[src/rtl/psum_spad_ctrl_pkg.sv]
// Shared types and helpers for the PE partial-sum scratchpad sequencer.
// Saturation in the accumulate path is selected with the PSUM_SAT_EN macro.
package psum_spad_ctrl_pkg;

  localparam int PSUM_MEM_DEPTH  = 24;
  localparam int PSUM_DATA_WIDTH = 16;

  typedef enum logic [1:0] {
    ST_IDLE,
    ST_INIT,
    ST_ACCUM,
    ST_DRAIN
  } state_e;

  typedef enum logic [1:0] {
    OVF_NONE,
    OVF_POS,
    OVF_NEG
  } ovf_e;

  // Overflow class of a two's-complement add, from the operand and raw-sum sign bits.
  // This works at any width, so the caller clamps to its own signed max/min.
  function automatic ovf_e sat_ovf(input logic a_msb, input logic b_msb, input logic sum_msb);
    if (!a_msb && !b_msb && sum_msb) return OVF_POS;
    if (a_msb && b_msb && !sum_msb)  return OVF_NEG;
    return OVF_NONE;
  endfunction

endpackage

[src/rtl/psum_spad_ctrl_if.sv]
// Bundle of control, psum-link, MAC-product and scratchpad signals around psum_spad_ctrl.
// The slave modport is the sequencer; the master modport is its environment.
interface psum_spad_ctrl_if
  import psum_spad_ctrl_pkg::*;
#(
  parameter int DATA_WIDTH = PSUM_DATA_WIDTH,
  parameter int ADDR_WIDTH = $clog2(PSUM_MEM_DEPTH)
);
  logic                  start;
  logic                  load_sel;
  logic [ADDR_WIDTH-1:0] num_psum;
  logic                  psum_in_valid;
  logic                  psum_in_ready;
  logic [DATA_WIDTH-1:0] psum_in;
  logic                  prod_valid;
  logic                  prod_ready;
  logic [DATA_WIDTH-1:0] prod;
  logic [ADDR_WIDTH-1:0] prod_addr;
  logic                  acc_done;
  logic                  psum_out_valid;
  logic                  psum_out_ready;
  logic [DATA_WIDTH-1:0] psum_out;
  logic                  spad_w_en;
  logic [DATA_WIDTH-1:0] spad_din;
  logic [ADDR_WIDTH-1:0] spad_w_addr;
  logic [ADDR_WIDTH-1:0] spad_r_addr;
  logic [DATA_WIDTH-1:0] spad_dout;
  logic                  busy;

  modport slave (
    input  start, load_sel, num_psum, psum_in_valid, psum_in, prod_valid, prod,
           prod_addr, acc_done, psum_out_ready, spad_dout,
    output psum_in_ready, prod_ready, psum_out_valid, psum_out, spad_w_en,
           spad_din, spad_w_addr, spad_r_addr, busy
  );

  modport master (
    output start, load_sel, num_psum, psum_in_valid, psum_in, prod_valid, prod,
           prod_addr, acc_done, psum_out_ready, spad_dout,
    input  psum_in_ready, prod_ready, psum_out_valid, psum_out, spad_w_en,
           spad_din, spad_w_addr, spad_r_addr, busy
  );
endinterface

[src/rtl/psum_row_counter.sv]
// Row pointer shared by the INIT and DRAIN phases: clear, step, and a
// terminal-count flag at the last active row; stepping past it wraps to 0.
module psum_row_counter #(
  parameter int ADDR_WIDTH = 5
) (
  input  logic                  clk,
  input  logic                  rst,
  input  logic                  clr,
  input  logic                  inc,
  input  logic [ADDR_WIDTH-1:0] last,
  output logic [ADDR_WIDTH-1:0] cnt,
  output logic                  tc
);
  logic [ADDR_WIDTH-1:0] cnt_q, cnt_d;

  assign tc  = (cnt_q == last);
  assign cnt = cnt_q;

  // NOTE: a default assignment first keeps every path assigned, so no latch is inferred.
  always_comb begin
    cnt_d = cnt_q;
    if (clr)      cnt_d = '0;
    else if (inc) cnt_d = tc ? '0 : cnt_q + ADDR_WIDTH'(1);
  end

  // NOTE: sequential state uses non-blocking assignments so all flops update together.
  always_ff @(posedge clk or posedge rst) begin
    if (rst) cnt_q <= '0;
    else     cnt_q <= cnt_d;
  end
endmodule

[src/rtl/psum_spad_ctrl.sv]
// Partial-sum scratchpad sequencer: init (zero/upstream), single-cycle RMW accumulate, drain.
// Define PSUM_SAT_EN to saturate the accumulate add; by default it wraps.
module psum_spad_ctrl
  import psum_spad_ctrl_pkg::*;
#(
  parameter int MEM_DEPTH  = PSUM_MEM_DEPTH,
  parameter int DATA_WIDTH = PSUM_DATA_WIDTH,
  parameter int ADDR_WIDTH = $clog2(MEM_DEPTH)
) (
  input  logic             clk,
  input  logic             rst,
  psum_spad_ctrl_if.slave  bus
);
  state_e                state_q, state_d;
  logic [ADDR_WIDTH-1:0] n_last_q, n_last_d;
  logic                  load_sel_q, load_sel_d;

  logic [ADDR_WIDTH-1:0] row_cnt;
  logic                  row_tc, row_inc, row_clr;
  logic                  init_step;
  logic [DATA_WIDTH-1:0] raw_sum, acc_sum;

  psum_row_counter #(.ADDR_WIDTH(ADDR_WIDTH)) u_row_cnt (
    .clk  (clk),
    .rst  (rst),
    .clr  (row_clr),
    .inc  (row_inc),
    .last (n_last_q),
    .cnt  (row_cnt),
    .tc   (row_tc)
  );

  // Zero-fill advances every cycle; upstream load only on an accepted beat.
  assign init_step = !load_sel_q || bus.psum_in_valid;

  always_comb begin
    raw_sum = bus.spad_dout + bus.prod;
    acc_sum = raw_sum;
`ifdef PSUM_SAT_EN
    case (sat_ovf(bus.spad_dout[DATA_WIDTH-1], bus.prod[DATA_WIDTH-1], raw_sum[DATA_WIDTH-1]))
      OVF_POS: acc_sum = {1'b0, {(DATA_WIDTH-1){1'b1}}};
      OVF_NEG: acc_sum = {1'b1, {(DATA_WIDTH-1){1'b0}}};
      default: acc_sum = raw_sum;
    endcase
`endif
  end

  // Pass configuration is captured only when a start is accepted; N=0 runs as N=1.
  always_comb begin
    n_last_d   = n_last_q;
    load_sel_d = load_sel_q;
    if (state_q == ST_IDLE && bus.start) begin
      load_sel_d = bus.load_sel;
      if (bus.num_psum == '0)                     n_last_d = '0;
      else if (int'(bus.num_psum) > MEM_DEPTH - 1) n_last_d = ADDR_WIDTH'(MEM_DEPTH - 2);
      else                                        n_last_d = bus.num_psum - ADDR_WIDTH'(1);
    end
  end

  always_ff @(posedge clk or posedge rst) begin
    if (rst) begin
      state_q    <= ST_IDLE;
      n_last_q   <= '0;
      load_sel_q <= 1'b0;
    end else begin
      state_q    <= state_d;
      n_last_q   <= n_last_d;
      load_sel_q <= load_sel_d;
    end
  end

  always_comb begin
    state_d = state_q;
    case (state_q)
      ST_IDLE:  if (bus.start)                   state_d = ST_INIT;
      ST_INIT:  if (init_step && row_tc)         state_d = ST_ACCUM;
      ST_ACCUM: if (bus.acc_done)                state_d = ST_DRAIN;
      ST_DRAIN: if (bus.psum_out_ready && row_tc) state_d = ST_IDLE;
      default:                                   state_d = ST_IDLE;
    endcase
  end

  always_comb begin
    bus.psum_in_ready  = 1'b0;
    bus.prod_ready     = 1'b0;
    bus.psum_out_valid = 1'b0;
    bus.psum_out       = '0;
    bus.spad_w_en      = 1'b0;
    bus.spad_din       = '0;
    bus.spad_w_addr    = '0;
    bus.spad_r_addr    = '0;
    bus.busy           = (state_q != ST_IDLE);
    row_inc            = 1'b0;
    row_clr            = 1'b0;
    case (state_q)
      ST_IDLE: row_clr = bus.start;
      ST_INIT: begin
        bus.psum_in_ready = load_sel_q;
        bus.spad_w_en     = init_step;
        bus.spad_w_addr   = row_cnt;
        bus.spad_din      = load_sel_q ? bus.psum_in : '0;
        row_inc           = init_step;
      end
      ST_ACCUM: begin
        // Read lands on the falling edge, so the sum is written at the closing rising edge.
        bus.prod_ready  = 1'b1;
        bus.spad_r_addr = bus.prod_addr;
        if (bus.prod_valid && bus.prod_addr <= n_last_q) begin
          bus.spad_w_en   = 1'b1;
          bus.spad_w_addr = bus.prod_addr;
          bus.spad_din    = acc_sum;
        end
        row_clr = bus.acc_done;
      end
      ST_DRAIN: begin
        bus.spad_r_addr    = row_cnt;
        bus.psum_out_valid = 1'b1;
        bus.psum_out       = bus.spad_dout;
        row_inc            = bus.psum_out_ready;
      end
      default: ;
    endcase
  end
endmodule

[src/flat_wrapper.sv]
// flat-port wrapper written by rule: the top's interface ports become plain ports
module psum_spad_ctrl_flat import psum_spad_ctrl_pkg::*;
#(
  parameter int MEM_DEPTH  = PSUM_MEM_DEPTH,
  parameter int DATA_WIDTH = PSUM_DATA_WIDTH,
  parameter int ADDR_WIDTH = $clog2(MEM_DEPTH)
)
  (clk, rst, bus_start, bus_load_sel, bus_num_psum, bus_psum_in_valid, bus_psum_in, bus_prod_valid, bus_prod, bus_prod_addr, bus_acc_done, bus_psum_out_ready, bus_spad_dout, bus_psum_in_ready, bus_prod_ready, bus_psum_out_valid, bus_psum_out, bus_spad_w_en, bus_spad_din, bus_spad_w_addr, bus_spad_r_addr, bus_busy);
  psum_spad_ctrl_if #(.DATA_WIDTH(DATA_WIDTH), .ADDR_WIDTH(ADDR_WIDTH)) bus_i ();
  input  logic clk;
  input  logic rst;
  input wire logic [$bits(bus_i.start)-1:0] bus_start;
  input wire logic [$bits(bus_i.load_sel)-1:0] bus_load_sel;
  input wire logic [$bits(bus_i.num_psum)-1:0] bus_num_psum;
  input wire logic [$bits(bus_i.psum_in_valid)-1:0] bus_psum_in_valid;
  input wire logic [$bits(bus_i.psum_in)-1:0] bus_psum_in;
  input wire logic [$bits(bus_i.prod_valid)-1:0] bus_prod_valid;
  input wire logic [$bits(bus_i.prod)-1:0] bus_prod;
  input wire logic [$bits(bus_i.prod_addr)-1:0] bus_prod_addr;
  input wire logic [$bits(bus_i.acc_done)-1:0] bus_acc_done;
  input wire logic [$bits(bus_i.psum_out_ready)-1:0] bus_psum_out_ready;
  input wire logic [$bits(bus_i.spad_dout)-1:0] bus_spad_dout;
  output wire logic [$bits(bus_i.psum_in_ready)-1:0] bus_psum_in_ready;
  output wire logic [$bits(bus_i.prod_ready)-1:0] bus_prod_ready;
  output wire logic [$bits(bus_i.psum_out_valid)-1:0] bus_psum_out_valid;
  output wire logic [$bits(bus_i.psum_out)-1:0] bus_psum_out;
  output wire logic [$bits(bus_i.spad_w_en)-1:0] bus_spad_w_en;
  output wire logic [$bits(bus_i.spad_din)-1:0] bus_spad_din;
  output wire logic [$bits(bus_i.spad_w_addr)-1:0] bus_spad_w_addr;
  output wire logic [$bits(bus_i.spad_r_addr)-1:0] bus_spad_r_addr;
  output wire logic [$bits(bus_i.busy)-1:0] bus_busy;
  assign bus_i.start = bus_start;
  assign bus_i.load_sel = bus_load_sel;
  assign bus_i.num_psum = bus_num_psum;
  assign bus_i.psum_in_valid = bus_psum_in_valid;
  assign bus_i.psum_in = bus_psum_in;
  assign bus_i.prod_valid = bus_prod_valid;
  assign bus_i.prod = bus_prod;
  assign bus_i.prod_addr = bus_prod_addr;
  assign bus_i.acc_done = bus_acc_done;
  assign bus_i.psum_out_ready = bus_psum_out_ready;
  assign bus_i.spad_dout = bus_spad_dout;
  assign bus_psum_in_ready = bus_i.psum_in_ready;
  assign bus_prod_ready = bus_i.prod_ready;
  assign bus_psum_out_valid = bus_i.psum_out_valid;
  assign bus_psum_out = bus_i.psum_out;
  assign bus_spad_w_en = bus_i.spad_w_en;
  assign bus_spad_din = bus_i.spad_din;
  assign bus_spad_w_addr = bus_i.spad_w_addr;
  assign bus_spad_r_addr = bus_i.spad_r_addr;
  assign bus_busy = bus_i.busy;
  psum_spad_ctrl #(.MEM_DEPTH(MEM_DEPTH), .DATA_WIDTH(DATA_WIDTH), .ADDR_WIDTH(ADDR_WIDTH)) u_core (.clk(clk), .rst(rst), .bus(bus_i));
endmodule
[config.mk]
export PLATFORM = sky130hd
export DESIGN_NAME = psum_spad_ctrl_flat
export DESIGN_NICKNAME = d
export VERILOG_FILES = /design/src/rtl/psum_spad_ctrl_pkg.sv /design/src/rtl/psum_spad_ctrl_if.sv /design/src/rtl/psum_row_counter.sv /design/src/rtl/psum_spad_ctrl.sv /design/src/flat_wrapper.sv
export SDC_FILE = /design/constraint.sdc
export NUM_CORES = 1
export LEC_CHECK = 0
export ABC_AREA = 1
export ABC_CLOCK_PERIOD_IN_PS = 2700
export CORE_MARGIN = 5
export CORE_UTILIZATION = 43
export CTS_CLUSTER_DIAMETER = 150
export DETAILED_ROUTE_END_ITERATION = 8
export MAX_ROUTING_LAYER = met4
export PLACE_DENSITY_LB_ADDON = 0.3
export SKIP_CTS_REPAIR_TIMING = 1
export SLEW_MARGIN = 20
export SYNTH_ARGS = -nofsm -noshare
export SYNTH_HDL_FRONTEND = slang
export SYNTH_SLANG_ARGS = --single-unit
[constraint.sdc]
create_clock -name clk -period 2.7 [get_ports clk]
set_input_delay 0.675 -clock clk [delete_from_list [all_inputs] [get_ports clk]]
set_output_delay 0.675 -clock clk [all_outputs]
set_load 0.05 [all_outputs]
==> impl_metrics.tcl, run 1 <==
set metrics [dict create \
    dieWidth_um 85.85 \
    ioPinCount 113 \
    numPortBuffers 112 \
    grtUsageTotal 0.7053 \
    cts_buffer_depth 2 \
    synth-seq-area-share 0.1315 \
    synthDistinctLibCells 32 \
    die_height_um 85.85 \
    netlist_area_um2 2474 \
    place_hpwl_mm 7.947 \
    worst_endpoint "bus_spad_din[8]" \
    ys_seq_elements 13 \
    synth_edf_count 0 \
    overflow 111 \
    root_buffer "clkbuf_8" \
    error "[ERROR GRT-0232] Routing congestion too high. Check the congestion heatmap in the GUI." \
    syn-num-nets 532 \
    grt_max_degree 18 \
    worst_endpoint_kind "primary output" \
    syn_avg_cell_area_um2 5.660 \
    synth_top_area_frac 0.2231 \
    place_congestion 0.9730 \
    htree_levels 1 \
    yosysWarnings 0 \
    synthCells 437 \
    synth_top_flop_cell "dfrtp_1" \
    async_flop_share 1.000 \
    grt_antenna_before_repair 1 \
    post-synth-top-area-cell "nand2_1" \
    outcome "did not finish" \
    rows 27 \
    last-stage-reached "5_1_grt" \
    cts_buffers 3 \
    numClockSinks 13 \
    start_util 0.4465 \
    synth.area.top_cells "nand2_1 22%, ha_1 14%, inv_1 14%" \
]
## stage by stage
| step | worst slack, ps | util | area, um2 | cells | hold slack (ps) |
|---|---|---|---|---|---|
| after floorplan | -365.7 | - | 2844 | 437 | 491.1 |
| after global placement | -644.8 | 0.8385 | 4646 | 640 | 513.9 |
| after detailed placement | -707.3 | 0.8385 | 4646 | 640 | 533.2 |
| after CTS | -716.9 | 0.8467 | 4691 | 644 | 544.5 |
## cell families after synthesis
kind of cell               Yosys count  synth area share
and+or+nand+nor                    225            0.3880
adders and majority gates           29            0.1497
buffers and inverters              102            0.1634
AOI/OAI and AO/OA                   54            0.1179
DFF                                 13            0.1315
xor gates and xnor gates            14           0.04957
## synthesized netlist by cell type, types with 6 or more instances
master,number
nand2_1,147
inv_1,93
nand3_1,35
a21oi_1,33
ha_1,28
nor2_1,20
dfrtp_1,13
xor2_1,13
o21ai_0,11
nand4_1,7
o22ai_1,6
## routing by layer
metal	track usage	GRT overflow
met1	0.6560	0
met2	0.9308	73
met3	0.4111	0
met4	0.8086	38
met5	-	-
==> inputs of run 2 (changes only) <==
--- a/config.mk
+++ b/config.mk
@@ -8,11 +8,9 @@
 export ABC_AREA = 1
 export ABC_CLOCK_PERIOD_IN_PS = 2700
 export CORE_MARGIN = 5
-export CORE_UTILIZATION = 43
-export CTS_CLUSTER_DIAMETER = 150
+export CORE_UTILIZATION = 40
 export DETAILED_ROUTE_END_ITERATION = 8
-export MAX_ROUTING_LAYER = met4
-export PLACE_DENSITY_LB_ADDON = 0.3
+export PLACE_DENSITY_LB_ADDON = 0.15
 export SKIP_CTS_REPAIR_TIMING = 1
 export SLEW_MARGIN = 20
 export SYNTH_ARGS = -nofsm -noshare
==> run 2 against run 1 <==
Against the previous run: the flow now finishes, with violations (setup timing); synthesized cell count unchanged; area after synthesis unchanged.
==> impl_metrics.tcl, run 2 <==
set metrics [dict create \
    outcome "complete, but fails checks" \
    violations "setup timing" \
    finClkSkew_ps 2.088 \
    wire_per_inst_um 16.74 \
    syn_avg_cell_area_um2 5.660 \
    coreArea_um2 5956 \
    drive_above_1_share 0.3713 \
    grtUsageTotal 0.2281 \
    rsz0062_at_grt "yes" \
    arrival_ps 2280 \
    numClockSinks 13 \
    synthCells 437 \
    synth.area.top_cells "nand2_1 22%, ha_1 14%, inv_1 14%" \
    layout_common_cells "114 x nand2_1, 85 x inv_1, 45 x buf_12" \
    design_area_um2 5366 \
    syn-num-nets 532 \
    dr_wl_met3_um 519 \
    dieWidth_um 88.64 \
    holdCritPathClass "register to register" \
    reg2regPathDepth 9 \
    yosysWarnings 0 \
    avgViaCountPerCell 5.315 \
    drc 0 \
    cts_buffer_depth 2 \
    synthDistinctLibCells 32 \
    grt_max_degree 18 \
    fmax_mhz 337.9 \
    finalHoldViolations 0 \
    root_buffer "clkbuf_8" \
    async_flop_share 1.000 \
    nNetsFinal 675 \
    layout_setup_ws_ps -259.3 \
    timing.final.crit_share 1.096 \
    vdd_drop_max_mv 0.8701 \
    synth_top_area_frac 0.2231 \
    highest_layer "met4" \
    placed_cells 644 \
    crit_chain "dlymetal6s2s_1 > ha_4 > nand2_2 > inv_1 > nand2_1 > nand2_1 > a21oi_1 > nand2_1 > nand2_2 > nand3_4 > a21oi_4 > buf_12" \
    totalWireLength_mm 10.95 \
    rows 28 \
    clkTransAtPathRegs_ps 60 \
    slowest_stage "ha_4" \
    required_ps 2030 \
    start_util 0.4153 \
    slew_headroom 0.6274 \
    finalCriticalPeriod_ps 2959 \
    criticalPathCategory "input pin to output pin" \
    grt_pass1_vias 3245 \
    tightest_slew_ps 558.2 \
    power_mw 3.993 \
    dr_wl_met2_mm 5.965 \
    post-synth-top-area-cell "nand2_1" \
    worst_setup_path_end_kind "output pin" \
    synth_common_cells "147 x nand2_1, 93 x inv_1, 35 x nand3_1" \
    place_ws_ps -641.0 \
    ant_nets 0 \
    overflow 0 \
    whs_ps 550.7 \
    netlist_area_um2 2474 \
    route.vias.total 3476 \
    p_leak_nw 2.655 \
    synth_most_common_cell "nand2_1" \
    dieArea_um2 7857 \
    critical_path.max_fanout 4 \
    drtIter0Drc 168 \
    die_height_um 88.64 \
    final_common_cell "nand2_1" \
    p_per_area_nw_per_um2 744.1 \
    hold_depth 2 \
    place_congestion 0.8995 \
    ys_seq_elements 13 \
    setup_viol 22 \
    dr.pass1.iters 5 \
    cpMostUsedCell "nand2_1" \
    grt_antenna_before_repair 0 \
    syn_to_final_growth_pct 116.9 \
    ioPinCount 113 \
    cts_tree "done" \
    grt_pass1_wl_mm 14.37 \
    antenna_cells 0 \
    clk_latency_ps 250 \
    synth-seq-area-share 0.1315 \
    synth_top_flop_cell "dfrtp_1" \
    numPortBuffers 112 \
    critPathMaxStageDelay_ps 270 \
    cap_violations 0 \
    place_hpwl_mm 7.707 \
    critPathTopFamily "simple AND/OR/NAND/NOR gates" \
    critPathLaunchType "input pin" \
    htree_levels 1 \
    slew_viol_final 0 \
    wl_met1_mm 4.011 \
    cts_buffers 3 \
    layout.cells.non_filler 654 \
    cp.depth 12 \
    placed_cell_area_um2 4657 \
    synth_edf_count 0 \
    path_buf_inv 3 \
]
## run 2: cell counts after synthesis
No cell type changed its count.
## run 2: path summary, 6_finish.rpt
check                                                   start                                   to  slack, ps
worst max-delay path                        bus_spad_dout[12]                     bus_spad_din[13]       -260
worst min-delay path            u_core.state_q[1]$_DFFE_PP0P_        u_core.state_q[1]$_DFFE_PP0P_        550
worst max register to register  u_core.state_q[1]$_DFFE_PP0P_  u_core.u_row_cnt.cnt[1]$_DFFE_PP0P_        820
worst min register to register  u_core.state_q[1]$_DFFE_PP0P_        u_core.state_q[1]$_DFFE_PP0P_        550
max in group asynchronous                                 rst  u_core.u_row_cnt.cnt[3]$_DFFE_PP0P_       1550
min in group asynchronous                                 rst       u_core.n_last_q[0]$_DFFE_PP0P_        790
## run 2: worst reg2reg max path: cells and delay by family (launching register included)
| family | cells | cell delay [ps] |
|---|---|---|
| compound gates | 2 | 460 |
| fa+ha+maj | 1 | 190 |
| buf+inv | 4 | 420 |
| flops | 1 | 410 |
| simple gates | 2 | 310 |
## run 2: final cells by class
type                            instances  area [um2]
Tap cell                               75       93.84
Fill cell                             275       589.3
Sequential cell                        13       325.3
Inverter                               94       365.4
Multi-Input combinational cell        322        2624
Clock buffer                            4       45.04
Timing Repair Buffer                  146        1913
## run 2: through the flow
| step | TNS (ps) | utilization |
|---|---|---|
| floorplan | -1505 | - |
| global placement | -11650 | 0.7819 |
| CTS | -12980 | 0.7895 |
| finish | -4981 | 0.9011 |
| detailed placement | -12690 | 0.7819 |
| global route | -6300 | 0.9011 |
## run 2: where the power goes
part | switching [mW] | internal, mW | leakage, nW
registers | 0.0966 | 0.278 | 0.167
clock network | 0.0767 | 0.105 | 0.0228
logic | 2.08 | 1.36 | 2.47
total | 2.25 | 1.74 | 2.65
## run 2: cell families after synthesis
family          synth area share
flops                     0.1315
compound gates            0.1179
xor+xnor                 0.04957
fa+ha+maj                 0.1497
buf+inv                   0.1634
simple gates              0.3880
## run 2: per-layer routing
metal / vias to the layer above / track usage
met5: - / 0
met2: 141 / 0.4521
met4: 0 / 0.06044
met3: 41 / 0.01862
met1: 1644 / 0.2562
li1: 1650 / -
(Power assumes the default switching activity.)
